**config.mk**
```make
export PLATFORM = sky130hd
export DESIGN_NAME = linebuf_seq_ctrl
export DESIGN_NICKNAME = d
export VERILOG_FILES = /design/src/rtl/linebuf_seq_ctrl.sv
export SDC_FILE = /design/constraint.sdc
export NUM_CORES = 1
export LEC_CHECK = 0
export CAP_MARGIN = 15
export CORE_ASPECT_RATIO = 2
export CORE_MARGIN = 3
export CORE_UTILIZATION = 45
export DETAILED_ROUTE_END_ITERATION = 6
export PLACE_DENSITY_LB_ADDON = 0.12
export SLEW_MARGIN = 20
export SYNTH_ARGS = -nofsm -noshare
export SYNTH_HDL_FRONTEND = slang
export SYNTH_SLANG_ARGS = --single-unit
```
**constraint.sdc**
```tcl
create_clock -name iCLK -period 5.3 [get_ports iCLK]
set_input_delay 1.06 -clock iCLK [delete_from_list [all_inputs] [get_ports iCLK]]
set_output_delay 1.06 -clock iCLK [all_outputs]
set_load 0.005 [all_outputs]
```
**src/rtl/linebuf_seq_ctrl.sv**
```systemverilog
`default_nettype none
// ============================================================================
// Module   : linebuf_seq_ctrl
// Purpose  : Per-row sequencer for the 2x2 greyscale line-buffer datapath.
//            Tracks pixel X/Y from the sensor valid strobes, drives the
//            write/read enables of the LINE_WIDTH-deep row FIFO, and flags
//            window validity and frame edges.
// Revision : 1.0 - initial release
// ----------------------------------------------------------------------------
// Ports
//   iCLK        in   1      pixel clock
//   iRST        in   1      synchronous active-low reset
//   iEN         in   1      sequencer enable; low forces IDLE
//   iFVAL       in   1      frame valid from capture
//   iDVAL       in   1      pixel valid
//   oWREN       out  1      row FIFO write enable (combinational)
//   oRDEN       out  1      row FIFO read enable (combinational)
//   oFIFO_CLR   out  1      1-cycle pulse: empty the FIFO before the next frame
//   oX_Cont     out  CNT_W  column of the pixel accepted one cycle earlier
//   oY_Cont     out  CNT_W  row of the pixel accepted one cycle earlier
//   oWIN_VALID  out  1      full 2x2 window available for that pixel
//   oPIX_VALID  out  1      registered copy of the accepted iDVAL
//   oSOF        out  1      1-cycle start-of-frame pulse
//   oEOF        out  1      1-cycle end-of-frame pulse
//   oERR        out  1      sticky truncation/overrun flag, cleared on ARM entry
// Build option
//   LINEBUF_SEQ_STATS_EN : adds oFRAME_CNT[15:0] (wraps) and oERR_CNT[7:0]
//                          (saturates).
// ============================================================================
module linebuf_seq_ctrl #(
   parameter int LINE_WIDTH  = 1280,
   parameter int FRAME_LINES = 960,
   parameter int CNT_W       = 11
) (
   input  logic             iCLK,
   input  logic             iRST,
   input  logic             iEN,
   input  logic             iFVAL,
   input  logic             iDVAL,
   output logic             oWREN,
   output logic             oRDEN,
   output logic             oFIFO_CLR,
   output logic [CNT_W-1:0] oX_Cont,
   output logic [CNT_W-1:0] oY_Cont,
   output logic             oWIN_VALID,
   output logic             oPIX_VALID,
   output logic             oSOF,
   output logic             oEOF,
   output logic             oERR
`ifdef LINEBUF_SEQ_STATS_EN
   ,
   output logic [15:0]      oFRAME_CNT,
   output logic [7:0]       oERR_CNT
`endif
);

   localparam logic [2:0] c_IDLE    = 3'd0;
   localparam logic [2:0] c_ARM     = 3'd1;
   localparam logic [2:0] c_PREFILL = 3'd2;
   localparam logic [2:0] c_STREAM  = 3'd3;
   localparam logic [2:0] c_DONE    = 3'd4;

   localparam logic [CNT_W-1:0] c_X_LAST = CNT_W'(LINE_WIDTH - 1);
   localparam logic [CNT_W-1:0] c_Y_LAST = CNT_W'(FRAME_LINES - 1);

   logic [2:0]       state_q, state_d;
   logic             fval_q;
   logic [CNT_W-1:0] x_q, y_q;
   logic             sat_q;
   logic [CNT_W-1:0] ox_q, oy_q;
   logic             pix_q, win_q, sof_q, err_q, abort_q;
   logic             err_d;

   logic w_in_frame, w_rise, w_accept, w_row_end, w_start, w_overrun, w_set_err;

   assign w_in_frame = (state_q == c_PREFILL) || (state_q == c_STREAM);
   assign w_rise     = iFVAL & ~fval_q;
   // Once the last pixel of the last row is in, the counters are saturated and
   // nothing more is accepted; the frame then ends on the iFVAL fall.
   assign w_accept   = iDVAL & iFVAL & w_in_frame & ~sat_q;
   assign w_row_end  = w_accept & (x_q == c_X_LAST);
   assign w_start    = (state_q == c_ARM) & iEN & w_rise;
   // A pixel beyond the final row while iFVAL is still high is an overrun.
   assign w_overrun  = (state_q == c_STREAM) & sat_q & iFVAL & iDVAL;
   assign w_set_err  = iEN & ((w_in_frame & ~iFVAL & (x_q != '0)) | w_overrun);

   // ---------------- state register ----------------
   always_ff @(posedge iCLK) begin
      if (!iRST) state_q <= c_IDLE;
      else       state_q <= state_d;
   end

   // ---------------- next-state logic ----------------
   always_comb begin
      state_d = state_q;
      if (!iEN) begin
         state_d = c_IDLE;
      end else begin
         case (state_q)
            c_IDLE:    state_d = c_ARM;
            c_ARM:     if (w_rise) state_d = c_PREFILL;
            c_PREFILL: begin
               if (!iFVAL)         state_d = c_DONE;
               else if (w_row_end) state_d = c_STREAM;
            end
            c_STREAM:  if (!iFVAL || w_overrun) state_d = c_DONE;
            c_DONE:    state_d = c_ARM;
            default:   state_d = c_IDLE;
         endcase
      end
   end

   // ---------------- output logic ----------------
   always_comb begin
      oWREN     = w_accept;
      oRDEN     = w_accept & (state_q == c_STREAM);
      oEOF      = (state_q == c_DONE);
      oFIFO_CLR = (state_q == c_DONE) | abort_q;
   end

   // Entering ARM wipes the error flag; otherwise it is sticky.
   always_comb begin
      err_d = err_q;
      if ((state_d == c_ARM) && (state_q != c_ARM)) err_d = 1'b0;
      else if (w_set_err)                           err_d = 1'b1;
   end

   // ---------------- counters and registered flags ----------------
   always_ff @(posedge iCLK) begin
      if (!iRST) begin
         fval_q  <= 1'b0;
         x_q     <= '0;
         y_q     <= '0;
         sat_q   <= 1'b0;
         ox_q    <= '0;
         oy_q    <= '0;
         pix_q   <= 1'b0;
         win_q   <= 1'b0;
         sof_q   <= 1'b0;
         err_q   <= 1'b0;
         abort_q <= 1'b0;
      end else begin
         fval_q  <= iFVAL;
         sof_q   <= w_start;
         abort_q <= ~iEN & w_in_frame;
         pix_q   <= w_accept;
         win_q   <= w_accept & (x_q != '0) & (y_q != '0);
         err_q   <= err_d;
         if (w_accept) begin
            ox_q <= x_q;
            oy_q <= y_q;
         end
         if (w_start) begin
            x_q   <= '0;
            y_q   <= '0;
            sat_q <= 1'b0;
         end else if (w_accept) begin
            if (x_q == c_X_LAST) begin
               x_q <= '0;
               if (y_q == c_Y_LAST) sat_q <= 1'b1;
               else                 y_q   <= y_q + 1'b1;
            end else begin
               x_q <= x_q + 1'b1;
            end
         end
      end
   end

   assign oX_Cont    = ox_q;
   assign oY_Cont    = oy_q;
   assign oPIX_VALID = pix_q;
   assign oWIN_VALID = win_q;
   assign oSOF       = sof_q;
   assign oERR       = err_q;

`ifdef LINEBUF_SEQ_STATS_EN
   logic [15:0] frame_cnt_q;
   logic [7:0]  err_cnt_q;

   always_ff @(posedge iCLK) begin
      if (!iRST) begin
         frame_cnt_q <= '0;
         err_cnt_q   <= '0;
      end else begin
         if (state_q == c_DONE)                   frame_cnt_q <= frame_cnt_q + 1'b1;
         if (w_set_err && (err_cnt_q != 8'hFF))   err_cnt_q   <= err_cnt_q + 1'b1;
      end
   end

   assign oFRAME_CNT = frame_cnt_q;
   assign oERR_CNT   = err_cnt_q;
`endif

endmodule
`default_nettype wire

```
==> impl_metrics.csv, run 1 <==
group,metric,value,unit
global_route,overflow,0,
synth,ys_types,44,
critical_path,worst-endpoint-required,4240,ps
synth,synth_area,2450,sq um
synth,synth-seq-cells,54,
sta,slew_headroom,50.5,%
place,dpl_worst_slack,1340,ps
detailed_routing,via_per_inst,5.75,
clock_network,clockBufferDepth,2,
die,die_w,58.2,um
place,port_buffers,34,
sta,rsz0062_at_grt,"no",
clock_network,cts_root_buf,"clkbuf_8",
die,core-area,5230,sq um
critical_path,crit_fanout,25,
layout,layout-drive-gt1-share,5.57,%
sta,fin_skew,10.6,ps
synth,synth_edf_count,0,
synth,synth_async_sr_flop_share,0,%
detailed_routing,drt_wl_total,5.99,mm
detailed_routing,wire_per_inst,15.7,um
die,initial_core_util,46.9,%
clock_network,htreeDepth,2,
sta,hold_viol,0,
layout,final_net_count,331,
sta,whs,458,ps
critical_path,start_kind,"input port",
die,num_rows,37,
synth,mappedNetlistNets,303,
layout,antenna_cells,0,
synth,avgSynthCellArea,8.35,sq um
clock_network,numCtsBuffers,5,
run,maxCapViolations,0,
critical_path,critPathCapture,"oWREN",
critical_path,timing.rr.start,"x_q[1]$_SDFFE_PP0N_",
sta,final_max_slew_viol_count,0,
die,die_y,110,um
place,dp_cells,373,
clock_network,cts.clk_slew.worst_paths,100,ps
status,status,"completed",
detailed_routing,drcViolationCount,0,
detailed_routing,first_pass_iters,4,
global_route,grt_usage,20.1,%
critical_path,rr_endpoint,"y_q[3]$_SDFFE_PP0P_",
clock_network,ctsHoldBuffers,0,
die,ios,35,
sta,fin_crit_sh,74.6,%
critical_path,worst_r2r_path_depth,5,
critical_path,reg2reg_setup_slack,3260,ps
die,design.die.area,6430,sq um
sta,tightest_slew,737,ps
power,worst_ir_drop_vdd,0.000224,V
critical_path,cp_data_arrival_time,2890,ps
detailed_routing,drtIter0Drc,49,
place,dpl_cell_area,2810,sq um
place,gp_congestion,0.826,
hold_path,hp-class,"reg -> reg",
synth,syn_inst,294,
critical_path,crit_type,"in -> out",
clock_network,clk_latency,310,ps
power,leakagePower,0.979,nW
global_route,grt_pass1_wl,10.2,mm
clock_network,clock-sinks,54,
global_route,antenna_found_initial,0,
sta,worst_slack,1350,ps
global_route,grt_pass1_vias,2230,
sta,max_freq,0.253,GHz
critical_path,critPathLaunch,"iFVAL",
layout,fin_cells,381,
synth,synthFlopType,"dfxtp_1",
critical_path,crit_path_end_kind,"output pin",
layout,final_area,2920,sq um
detailed_routing,vias,2191,
clock_network,cts-resized-gates,0,
sta,setup_tns,0,ps
synth,seq_area_frac_synth,44.0,%
sta,min_period,3950,ps
synth,yosys_warnings,0,
sta,finalSetupViolations,0,
power,power-per-cell-area,241,nW/um^2
detailed_routing,ant_nets,0,
clock_network,cts_tree,"yes",
place,post-dp-hpwl,4.38,mm
layout,area_growth,19.0,%
clock_network,post_cts_buffers,0,
global_route,grt_max_degree,27,
-- final cells by class --
type | instances | area (sq um)
timing repair buffer | 37 | 363
inverter | 9 | 33.8
multi-input combinational | 215 | 1260
clock inverter | 2 | 37.5
sequential | 54 | 1080
fill | 549 | 2310
tap | 58 | 72.6
clock buffer | 6 | 72.6
-- stage by stage --
stage,power [mW],utilization [%]
floorplan,0.428,-
global placement,0.438,53.6
finish,0.704,55.8
global route,0.727,55.8
CTS,0.710,55.8
detailed placement,0.438,53.7
-- synthesized netlist by cell type (3+ instances only) --
cell type | number | share of area [%]
o31ai_1 | 10 | 3.1
nor2_1 | 12 | 1.8
and3_1 | 7 | 1.8
or2_2 | 3 | 0.76
xor2_1 | 5 | 1.8
nand3_1 | 14 | 2.9
and2_1 | 5 | 1.3
nand2_1 | 59 | 9.0
or4_1 | 12 | 3.7
buf_2 | 5 | 1.0
clkbuf_1 | 7 | 1.1
ha_1 | 4 | 2.0
and4_1 | 3 | 1.1
nand4_1 | 8 | 2.0
o21ai_0 | 4 | 0.82
inv_1 | 7 | 1.1
dfxtp_1 | 54 | 44
a21oi_1 | 41 | 8.4
nor4b_1 | 3 | 1.1
-- worst min-delay path by stage --
| stage | start | to | slack (ps) | cells past startpoint |
|---|---|---|---|---|
| after global routing | oY_Cont[8]$_SDFFE_PN0N_ | oY_Cont[8]$_SDFFE_PN0N_ | 490 | 2 |
| after detailed placement | oX_Cont[6]$_SDFFE_PN0N_ | oX_Cont[6]$_SDFFE_PN0N_ | 450 | 2 |
| after global placement | oX_Cont[7]$_SDFFE_PN0N_ | oX_Cont[7]$_SDFFE_PN0N_ | 440 | 2 |
| final | oX_Cont[6]$_SDFFE_PN0N_ | oX_Cont[6]$_SDFFE_PN0N_ | 460 | 2 |
| after CTS | oX_Cont[5]$_SDFFE_PN0N_ | oX_Cont[5]$_SDFFE_PN0N_ | 460 | 2 |
| after floorplan | y_q[10]$_SDFFE_PP0P_ | oY_Cont[10]$_SDFFE_PN0N_ | 450 | 2 |
-- sequential cells by signal (all words and copies together), names as in the netlist --
| signal | flops |
|---|---|
| oY_Cont | 11 |
| oPIX_VALID | 1 |
| oX_Cont | 11 |
| oSOF | 1 |
| oERR | 1 |
| oWIN_VALID | 1 |
| y_q | 11 |
| sat_q | 1 |
| state_q | 3 |
| fval_q | 1 |
| abort_q | 1 |
| x_q | 11 |
-- cell families (layout without fill, tap and decap cells) --
family	after synthesis	in the layout	share of synthesized area (%)
AO/OA/AOI/OAI	61	61	14.3
AND/OR/NAND/NOR	143	143	32.1
multiplexers	1	1	0.408
XOR/XNOR	6	6	2.14
adder cells (fa/ha/maj)	4	4	2.04
buffers and inverters	25	54	5.00
flip-flops	54	54	44.0
-- critical path, stage by stage --
cell and delay, ps:
clkdlybuf4s50_1 610, and4bb_1 330, nand2_1 80, buf_4 230
clkinv_1 80, clkdlybuf4s50_1 490
-- layout by cell type, fill, tap and decap left out, types with 2 or more instances in the layout --
cell and n:
or4_1 12, and2_1 5, nand4_1 8, and3b_1 2, nor4b_1 3, nand2_1 59, buf_4 3, o21ai_0 4
inv_1 7, clkdlybuf4s50_1 34, a21oi_1 41, a221oi_1 2, o31ai_1 10, and3_1 7, nor2_1 12, nor4_1 2
or2_2 3, ha_1 4, clkbuf_8 5, and4_1 3, nand3_1 14, clkinv_1 2, dfxtp_1 54, xor2_1 5
-- metal layers --
metal | track usage (%) | vias to the layer above | wire, um
li1 | - | 1105 | -
met1 | 20.1 | 1038 | 2270
met2 | 38.1 | 34 | 3430
met3 | 2.69 | 14 | 111
met4 | 9.91 | 0 | 187
met5 | 0 | - | 0
-- where the power goes --
part,internal [mW],total [mW],switching [mW]
Clock,0.141,0.276,0.135
Sequential,0.407,0.408,0.00158
Combinational,0.00674,0.0200,0.0132
No activity file was read; power rests on OpenSTA's default activity.
==> inputs of run 2 (changes only) <==
==> constraint.sdc (replaced) <==
create_clock -name iCLK -period 3.75 [get_ports iCLK]
set_input_delay 0.75 -clock iCLK [delete_from_list [all_inputs] [get_ports iCLK]]
set_output_delay 0.75 -clock iCLK [all_outputs]
set_load 0.005 [all_outputs]
==> run 2 against run 1 <==
Compared with the run above:
- die area stayed put
- non-clock buffer count stayed put
- hold slack hardly changed
- clock skew is 2.3 ps lower
- critical path depth is 1 lower
- setup slack worse by 770 ps
- critical endpoint unchanged
- highest routed layer unchanged
==> impl_metrics.csv, run 2 (synthesis gave the netlist of run 1 again) <==
group,metric,value,unit
status,status,"completed",
clock_network,ctsHoldBuffers,0,
sta,min_period,3170,ps
sta,finalSetupViolations,0,
global_route,grt_usage,20.0,%
global_route,antenna_found_initial,0,
detailed_routing,first_pass_iters,5,
sta,fin_skew,8.25,ps
detailed_routing,vias,2230,
die,design.die.area,6430,sq um
global_route,grt_pass1_vias,2185,
sta,fin_crit_sh,84.6,%
sta,whs,458,ps
detailed_routing,ant_nets,0,
critical_path,crit_type,"in -> out",
clock_network,clk_latency,310,ps
global_route,overflow,0,
layout,fin_util,56.4,%
clock_network,cts_root_buf,"clkbuf_8",
critical_path,max_stage_delay,620,ps
run,maxCapViolations,0,
die,num_rows,37,
power,p_total,1.07,mW
sta,final_max_slew_viol_count,0,
sta,max_freq,0.315,GHz
layout,final_net_count,331,
critical_path,critical-path-slowest-cell,"clkdlybuf4s50_1",
place,gp_congestion,0.840,
clock_network,cts_tree,"yes",
critical_path,start_kind,"input port",
layout,area_growth,20.1,%
power,leakagePower,0.996,nW
clock_network,clock-sinks,54,
clock_network,numCtsBuffers,5,
clock_network,cts.clk_slew.worst_paths,100,ps
die,die_y,110,um
layout,antenna_cells,0,
critical_path,worst_r2r_path_depth,5,
critical_path,cp_data_arrival_time,2420,ps
sta,tightest_slew,732,ps
global_route,grt_pass1_wl,10.3,mm
layout,layout_common_cells,"nand2_1 (59), dfxtp_1 (54), a21oi_1 (41), clkdlybuf4s50_1 (34), nand3_1 (14)",
sta,setup_tns,0,ps
layout,final_common_cell,"nand2_1",
sta,hold_viol,0,
hold_path,whs_path_depth,2,
place,dpl_worst_slack,565,ps
die,initial_core_util,46.9,%
place,port_buffers,34,
critical_path,path_cells,"clkdlybuf4s50_1 -> and4bb_1 -> nand2_1 -> clkinv_1 -> clkdlybuf4s50_1",
sta,slew_headroom,50.8,%
detailed_routing,drt_wl_total,6.00,mm
detailed_routing,drtIter0Drc,87,
hold_path,hp-class,"reg -> reg",
critical_path,timing.rr.start,"x_q[1]$_SDFFE_PP0N_",
clock_network,cts-resized-gates,0,
critical_path,worst-endpoint-required,3000,ps
detailed_routing,drcViolationCount,0,
detailed_routing,wire_per_inst,15.7,um
sta,rsz0062_at_grt,"no",
critical_path,reg2reg_setup_slack,1690,ps
global_route,grt_max_degree,28,
place,post-dp-hpwl,4.35,mm
power,power-per-cell-area,362,nW/um^2
critical_path,crit_path_end_kind,"output pin",
critical_path,crit_path_frequent_cell,"clkdlybuf4s50_1",
die,ios,35,
power,worst_ir_drop_vdd,0.000323,V
hold_path,min_from,"oX_Cont[2]$_SDFFE_PN0N_",
critical_path,crit_fanout,10,
layout,layout-drive-gt1-share,5.88,%
clock_network,clockBufferDepth,2,
die,core-area,5230,sq um
clock_network,htreeDepth,2,
clock_network,post_cts_buffers,0,
die,die_w,58.2,um
sta,worst_slack,578,ps
critical_path,critPathLaunch,"iFVAL",
detailed_routing,via_per_inst,5.85,
[run 2: per-layer routing]
metal | GRT usage [%] | wire, um
met2 | 38.5 | 3490
met3 | 2.69 | 142
met1 | 21.0 | 2290
met4 | 6.04 | 79
met5 | 0 | 0
[run 2: worst paths after layout]
check / end
worst max-delay path: oWREN
worst min-delay path: oX_Cont[2]$_SDFFE_PN0N_
worst max register to register: y_q[6]$_SDFFE_PP0P_
worst min register to register: oX_Cont[2]$_SDFFE_PN0N_
[run 2: power by group]
part | internal [mW] | switching [mW] | leakage (nW)
Clock | 0.267 | 0.196 | 0.0683
Combinational | 0.00952 | 0.0187 | 0.493
Sequential | 0.575 | 0.00236 | 0.435
Total | 0.852 | 0.217 | 0.996
[run 2: per-stage QoR]
stage | std cells | cell area, sq um
finish | 381 | 2950
global route | 381 | 2950
CTS | 381 | 2950
detailed placement | 373 | 2810
global placement | 373 | 2800
floorplan | 294 | 2450
[run 2: cell type report]
type | count | area (sq um)
fillers | 512 | 2280
multi-input cells | 215 | 1260
flip-flops and latches | 54 | 1080
repair buffers | 37 | 363
well taps | 58 | 72.6
clock buffers | 5 | 68.8
clock inverters | 3 | 68.8
inverters | 9 | 33.8
[run 2: critical path, delay by kind of cell]
kind	cells	cell delay, ps
buf+inv	3	1210
simple gates	2	460
==> patch 1: new RTL, settings of run 1 <==
The parameter `CNT_W` goes from 11 to 13.
--- a/src/rtl/linebuf_seq_ctrl.sv
+++ b/src/rtl/linebuf_seq_ctrl.sv
@@ -32,3 +32,3 @@
    parameter int FRAME_LINES = 960,
-   parameter int CNT_W       = 11
+   parameter int CNT_W       = 13
 ) (
Interface: changed (resized oX_Cont and oY_Cont); port bits go from 35 to 39. The function was not compared with the original's and may differ.
==> patch 1 against run 1 <==
Hold slack lost 0.0066 ns. Wire length is 3.5% higher. Sequential cell count is 8 higher. Total power rose by 38%. Final area is 12% higher. Sequential share of layout area rose by 0.86 points. Fmax shrank 4.0%. Synthesized area grew 7.4%. Worst setup slack lost 0.16 ns. Clock skew hardly changed. Critical path type unchanged. Highest routed layer unchanged.
==> patch 1: results (changes against run 1) <==
LOGIC SYNTHESIS
--------------------------------------------------------------------------------------------------------
Number of distinct library cell variants in the gate-level netlist after synthesis ........           38   was 44
Synthesized-area fraction occupied by ao, oa, aoi and oai cells ...........................       10.39%   was 14.27%
Synthesized-area fraction occupied by adder cells .........................................       1.898%   was 2.039%
Post-synthesis xor/xnor area fraction .....................................................       5.316%   was 2.141%
Number of nets produced by synthesis ......................................................          328   was 303
Top cells by area in the synthesized netlist .............................................. sky130_fd_sc_hd__dfxtp_1 (47%), sky130_fd_sc_hd__nand2_1 (9.5%), sky130_fd_sc_hd__a21oi_1 (7.2%)   was sky130_fd_sc_hd__dfxtp_1 (44%), sky130_fd_sc_hd__nand2_1 (9.0%), sky130_fd_sc_hd__a21oi_1 (8.4%)

GLOBAL ROUTE
--------------------------------------------------------------------------------------------------------
Largest net degree at the start of global routing .........................................           38   was 27
Global-route wire length before repair ....................................................     10590 um   was 10210 um
Global routing usage summed across all routing layers .....................................       20.55%   was 20.13%

FINISH
--------------------------------------------------------------------------------------------------------
Share of layout cells above drive strength 1 ..............................................       6.094%   was 5.573%
Number of nets at the end of the flow .....................................................          365   was 331
# fillers .................................................................................          514   was 549

CLOCK TREE
--------------------------------------------------------------------------------------------------------
H-tree lvl count ..........................................................................            3   was 2
Clock latency of the later-clocked register in the worst-skew pair ........................      0.35 ns   was 0.31 ns
Post-CTS clock slew at the launch and capture registers of the worst setup and hold paths .      0.07 ns   was 0.10 ns

CRITICAL PATH
--------------------------------------------------------------------------------------------------------
Critical path arrival .....................................................................      3.06 ns   was 2.89 ns
Highest net fanout along the worst path ...................................................           37   was 25

PWR
--------------------------------------------------------------------------------------------------------
Static leakage power ......................................................................     1.142 nW   was 0.9793 nW
VDD IR-drop max ...........................................................................    0.2886 mV   was 0.2238 mV
Switching power ...........................................................................     194.6 uW   was 149.5 uW

PLACED DESIGN
--------------------------------------------------------------------------------------------------------
Number of placed instances with taps included .............................................          405   was 373
Port buffer count .........................................................................           38   was 34
Post-Place Setup Slack ....................................................................     1.187 ns   was 1.338 ns
Estimated wirelength of the detail-placed design ..........................................      4334 um   was 4382 um

DRT
--------------------------------------------------------------------------------------------------------
First-pass DRT Iterations .................................................................            4   unchanged
Vias per std cell .........................................................................        5.568   was 5.751
Iteration-0 DRC Markers ...................................................................           81   was 49
Via count of the routed design ............................................................         2344   was 2191

RUN STATUS
--------------------------------------------------------------------------------------------------------
Run status ................................................................................ complete, no violations   unchanged

[patch 1: cell types whose count changed after synthesis, sizes merged, moves of 8 or more]
cell,change
dfxtp,+8
nand2,+8
nor2,+16
o31ai,-8
or4,-10
[patch 1: power groups by stage]
stage	registers, mW	clock network, mW	logic, mW
3_5_place_dp	0.479	0	0.0218
4_1_cts	0.468	0.491	0.0218
6_report	0.468	0.482	0.0214
5_1_grt	0.468	0.508	0.0241
3_3_place_gp	0.479	0	0.0216
2_1_floorplan	0.478	0	0.0131
[patch 1: cells by family (layout without fill, tap and decap cells)]
logic type      Yosys count  after routing
xor+xnor                 16             16
buf+inv                  21             63
compound gates           51             51
simple gates            165            165
fa+ha+maj                 4              4
flops                    62             62
[patch 1: path summary, 6_finish.rpt]
check             start    endpoint  slack, ns  cells past startpoint
min reg2reg  oY_Cont[7]  oY_Cont[7]       0.45                      2
max               iFVAL       oRDEN       1.18                      6
min          oY_Cont[7]  oY_Cont[7]       0.45                      2
max reg2reg      x_q[0]      y_q[5]       3.17                      6
[patch 1: cell type report]
| cell class | instances | share of cell area, % |
|---|---|---|
| Tap cell | 60 | 2.291 |
| Inverter | 7 | 1.184 |
| Multi-Input combinational cell | 236 | 39.44 |
| Timing Repair Buffer | 40 | 12.07 |
| Sequential cell | 62 | 37.88 |
| Clock inverter | 3 | 1.985 |
| Clock buffer | 13 | 5.155 |
[patch 1: layer usage]
metal  wire length [um]  track usage, %
met1               2411           21.53
met2               3352           35.26
met3                204           5.305
met4                235           11.98
met5                  0               0
[patch 1: worst max-delay path, cell delays in order]
cell,delay [ns]
sky130_fd_sc_hd__clkdlybuf4s50_1,0.60
sky130_fd_sc_hd__nand2b_4,0.10
sky130_fd_sc_hd__or3_1,0.46
sky130_fd_sc_hd__clkinv_8,0.18
sky130_fd_sc_hd__and2_1,0.15
sky130_fd_sc_hd__clkdlybuf4s50_1,0.49
[patch 1: metrics by stage]
stage,utilization (%),area [sq um],hold slack (ns)
after global routing,58.91,3277,0.4730
after CTS,58.91,3277,0.4546
after floorplan,-,2636,0.4527
after detailed placement,54.70,3043,0.4456
after global placement,54.70,3043,0.4409
final,58.91,3277,0.4516
==> patch 2: new RTL, settings of run 1 <==
Without the edit above. Register the inputs `iEN`, `iFVAL` and `iDVAL` before use. The logic sees them one clock later. Comments in the files are not updated.
--- a/src/rtl/linebuf_seq_ctrl.sv
+++ b/src/rtl/linebuf_seq_ctrl.sv
@@ -65,2 +65,12 @@
 
+   logic iEN_q;
+   logic iFVAL_q;
+   logic iDVAL_q;
+
+   always_ff @(posedge iCLK) begin
+      iEN_q   <= iEN;
+      iFVAL_q <= iFVAL;
+      iDVAL_q <= iDVAL;
+   end
+
    logic [2:0]       state_q, state_d;
@@ -76,11 +86,11 @@
    assign w_in_frame = (state_q == c_PREFILL) || (state_q == c_STREAM);
-   assign w_rise     = iFVAL & ~fval_q;
+   assign w_rise     = iFVAL_q & ~fval_q;
    // Once the last pixel of the last row is in, the counters are saturated and
    // nothing more is accepted; the frame then ends on the iFVAL fall.
-   assign w_accept   = iDVAL & iFVAL & w_in_frame & ~sat_q;
+   assign w_accept   = iDVAL_q & iFVAL_q & w_in_frame & ~sat_q;
    assign w_row_end  = w_accept & (x_q == c_X_LAST);
-   assign w_start    = (state_q == c_ARM) & iEN & w_rise;
+   assign w_start    = (state_q == c_ARM) & iEN_q & w_rise;
    // A pixel beyond the final row while iFVAL is still high is an overrun.
-   assign w_overrun  = (state_q == c_STREAM) & sat_q & iFVAL & iDVAL;
-   assign w_set_err  = iEN & ((w_in_frame & ~iFVAL & (x_q != '0)) | w_overrun);
+   assign w_overrun  = (state_q == c_STREAM) & sat_q & iFVAL_q & iDVAL_q;
+   assign w_set_err  = iEN_q & ((w_in_frame & ~iFVAL_q & (x_q != '0)) | w_overrun);
 
@@ -95,3 +105,3 @@
       state_d = state_q;
-      if (!iEN) begin
+      if (!iEN_q) begin
          state_d = c_IDLE;
@@ -102,6 +112,6 @@
             c_PREFILL: begin
-               if (!iFVAL)         state_d = c_DONE;
+               if (!iFVAL_q)         state_d = c_DONE;
                else if (w_row_end) state_d = c_STREAM;
             end
-            c_STREAM:  if (!iFVAL || w_overrun) state_d = c_DONE;
+            c_STREAM:  if (!iFVAL_q || w_overrun) state_d = c_DONE;
             c_DONE:    state_d = c_ARM;
@@ -142,5 +152,5 @@
       end else begin
-         fval_q  <= iFVAL;
+         fval_q  <= iFVAL_q;
          sof_q   <= w_start;
-         abort_q <= ~iEN & w_in_frame;
+         abort_q <= ~iEN_q & w_in_frame;
          pix_q   <= w_accept;
Behaviour: not the same (Yosys sat finds a counterexample within 4 cycles, from zero or initial values and one cycle with iRST low).
==> patch 2 against run 1 <==
Clock power grew 39%. Synthesized cell count shrank 1.7%. Total power grew 19%. Final area grew 2.9%. Fmax grew 28%. Sequential share of layout area grew 0.95 points. Worst setup slack gained 0.86 ns. Count of clock-buffer cells in the layout grew 8. Via count shrank 6.1%. Sequential cell count grew 3. Combinational power grew 3%. Clock skew shrank 0.0030 ns. Synthesized area shrank 0.46%. Wire length shrank 12%.
==> patch 2: results (changes against run 1) <==
DRT
--------------------------------------------------------------------------------------------------------
Vias per std cell .........................................................................        5.315   was 5.751
Total length of routed met2 wires .........................................................      2888 um   was 3425 um
Wire length the detailed router placed on met1 ............................................      2059 um   was 2267 um
Routed wire length on met3 ................................................................       195 um   was 111 um
Avg WL per Cell ...........................................................................     13.61 um   was 15.72 um

LOGIC SYNTHESIS
--------------------------------------------------------------------------------------------------------
Mux share of post-synthesis cell area .....................................................      0.8193%   was 0.4077%
Synthesized-area fraction occupied by adder cells .........................................       2.048%   was 2.039%
Top cells by area in the synthesized netlist .............................................. sky130_fd_sc_hd__dfxtp_1 (47%), sky130_fd_sc_hd__nand2_1 (9.4%), sky130_fd_sc_hd__a21oi_1 (6.1%)   was sky130_fd_sc_hd__dfxtp_1 (44%), sky130_fd_sc_hd__nand2_1 (9.0%), sky130_fd_sc_hd__a21oi_1 (8.4%)
Top post-synthesis cells by count ......................................................... sky130_fd_sc_hd__nand2_1 (61), sky130_fd_sc_hd__dfxtp_1 (57), sky130_fd_sc_hd__a21oi_1 (30)   was sky130_fd_sc_hd__nand2_1 (59), sky130_fd_sc_hd__dfxtp_1 (54), sky130_fd_sc_hd__a21oi_1 (41)
Syn Inst Count ............................................................................          289   was 294

CRITICAL PATH
--------------------------------------------------------------------------------------------------------
Worst reg2reg setup slack .................................................................      3.06 ns   was 3.26 ns
Critical path arrival .....................................................................      2.03 ns   was 2.89 ns
Highest net fanout along the worst path ...................................................           36   was 25
Worst reg-to-reg path cell count ..........................................................            7   was 5

GLOBAL ROUTE
--------------------------------------------------------------------------------------------------------
Global-route wire length before repair ....................................................      8700 um   was 10210 um
Number of global-route vias before repair .................................................         1931   was 2230
Global routing usage summed across all routing layers .....................................       18.21%   was 20.13%

CLOCK TREE
--------------------------------------------------------------------------------------------------------
Post-CTS clock slew at the launch and capture registers of the worst setup and hold paths .      0.06 ns   was 0.10 ns
Total CTS buffers .........................................................................            9   was 5

RUN STATUS
--------------------------------------------------------------------------------------------------------
Run status ................................................................................ complete, no violations   unchanged

PLACED DESIGN
--------------------------------------------------------------------------------------------------------
Cell area reported after detailed placement ............................................... 0.002813 sq mm   was 0.002810 sq mm

WORST HOLD PATH
--------------------------------------------------------------------------------------------------------
Hold path startpoint ......................................................................   oY_Cont[4]   was oX_Cont[6]
Endpoint, Worst Hold ......................................................................   oY_Cont[4]   was oX_Cont[6]

FINISH
--------------------------------------------------------------------------------------------------------
FF/Latch Area ............................................................................. 0.001141 sq mm   was 0.001081 sq mm

STA
--------------------------------------------------------------------------------------------------------
Largest clock skew in the final design ....................................................  0.007599 ns   was 0.01057 ns

PWR
--------------------------------------------------------------------------------------------------------
VDD IR-drop max ...........................................................................    0.1869 mV   was 0.2238 mV

-- patch 2: worst max-delay path by stage --
stage               start     end  slack, ns  cells past startpoint
2_1_floorplan  state_q[1]   oWREN       3.00                      5
3_3_place_gp         iRST  x_q[5]       2.35                      6
3_5_place_dp         iRST  x_q[5]       2.30                      6
4_1_cts        state_q[1]   oWREN       2.17                      4
5_1_grt           iFVAL_q   oWREN       2.04                      4
6_report          iFVAL_q   oWREN       2.21                      4
-- patch 2: report_power, final --
| group | switching (mW) | leakage [nW] | internal [mW] | total [mW] |
|---|---|---|---|---|
| Combinational | 0.0131 | 0.487 | 0.00767 | 0.0207 |
| Clock | 0.165 | 0.102 | 0.219 | 0.384 |
| Sequential | 0.00373 | 0.461 | 0.431 | 0.435 |
-- patch 2: routing by layer --
layer / up-vias / global-route usage [%]
met5: - / 0
met4: 0 / 9.619
met3: 8 / 5.594
met2: 38 / 33.17
met1: 963 / 17.87
li1: 1048 / -
-- patch 2: final cells by class --
type                    instances  share of cell area (%)
multi-input cells             211                   40.26
clock buffers                  14                   6.078
flip-flops and latches         57                   37.97
well taps                      58                   2.415
clock inverters                 2                  0.3331
inverters                       9                   1.124
repair buffers                 36                   11.82
-- patch 2: cells by family after synthesis --
group,after synthesis
and+or+nand+nor,150
adders and majority gates,4
buffers and inverters,21
xor gates and xnor gates,14
DFF,57
AOI/OAI and AO/OA,41
muxes,2
-- patch 2: critical path, stage by stage (launching register included) --
cell and delay, ns:
sky130_fd_sc_hd__dfxtp_1 0.44, sky130_fd_sc_hd__and4bb_2 0.32, sky130_fd_sc_hd__nand2_4 0.25, sky130_fd_sc_hd__inv_1 0.16, sky130_fd_sc_hd__clkdlybuf4s50_1 0.51
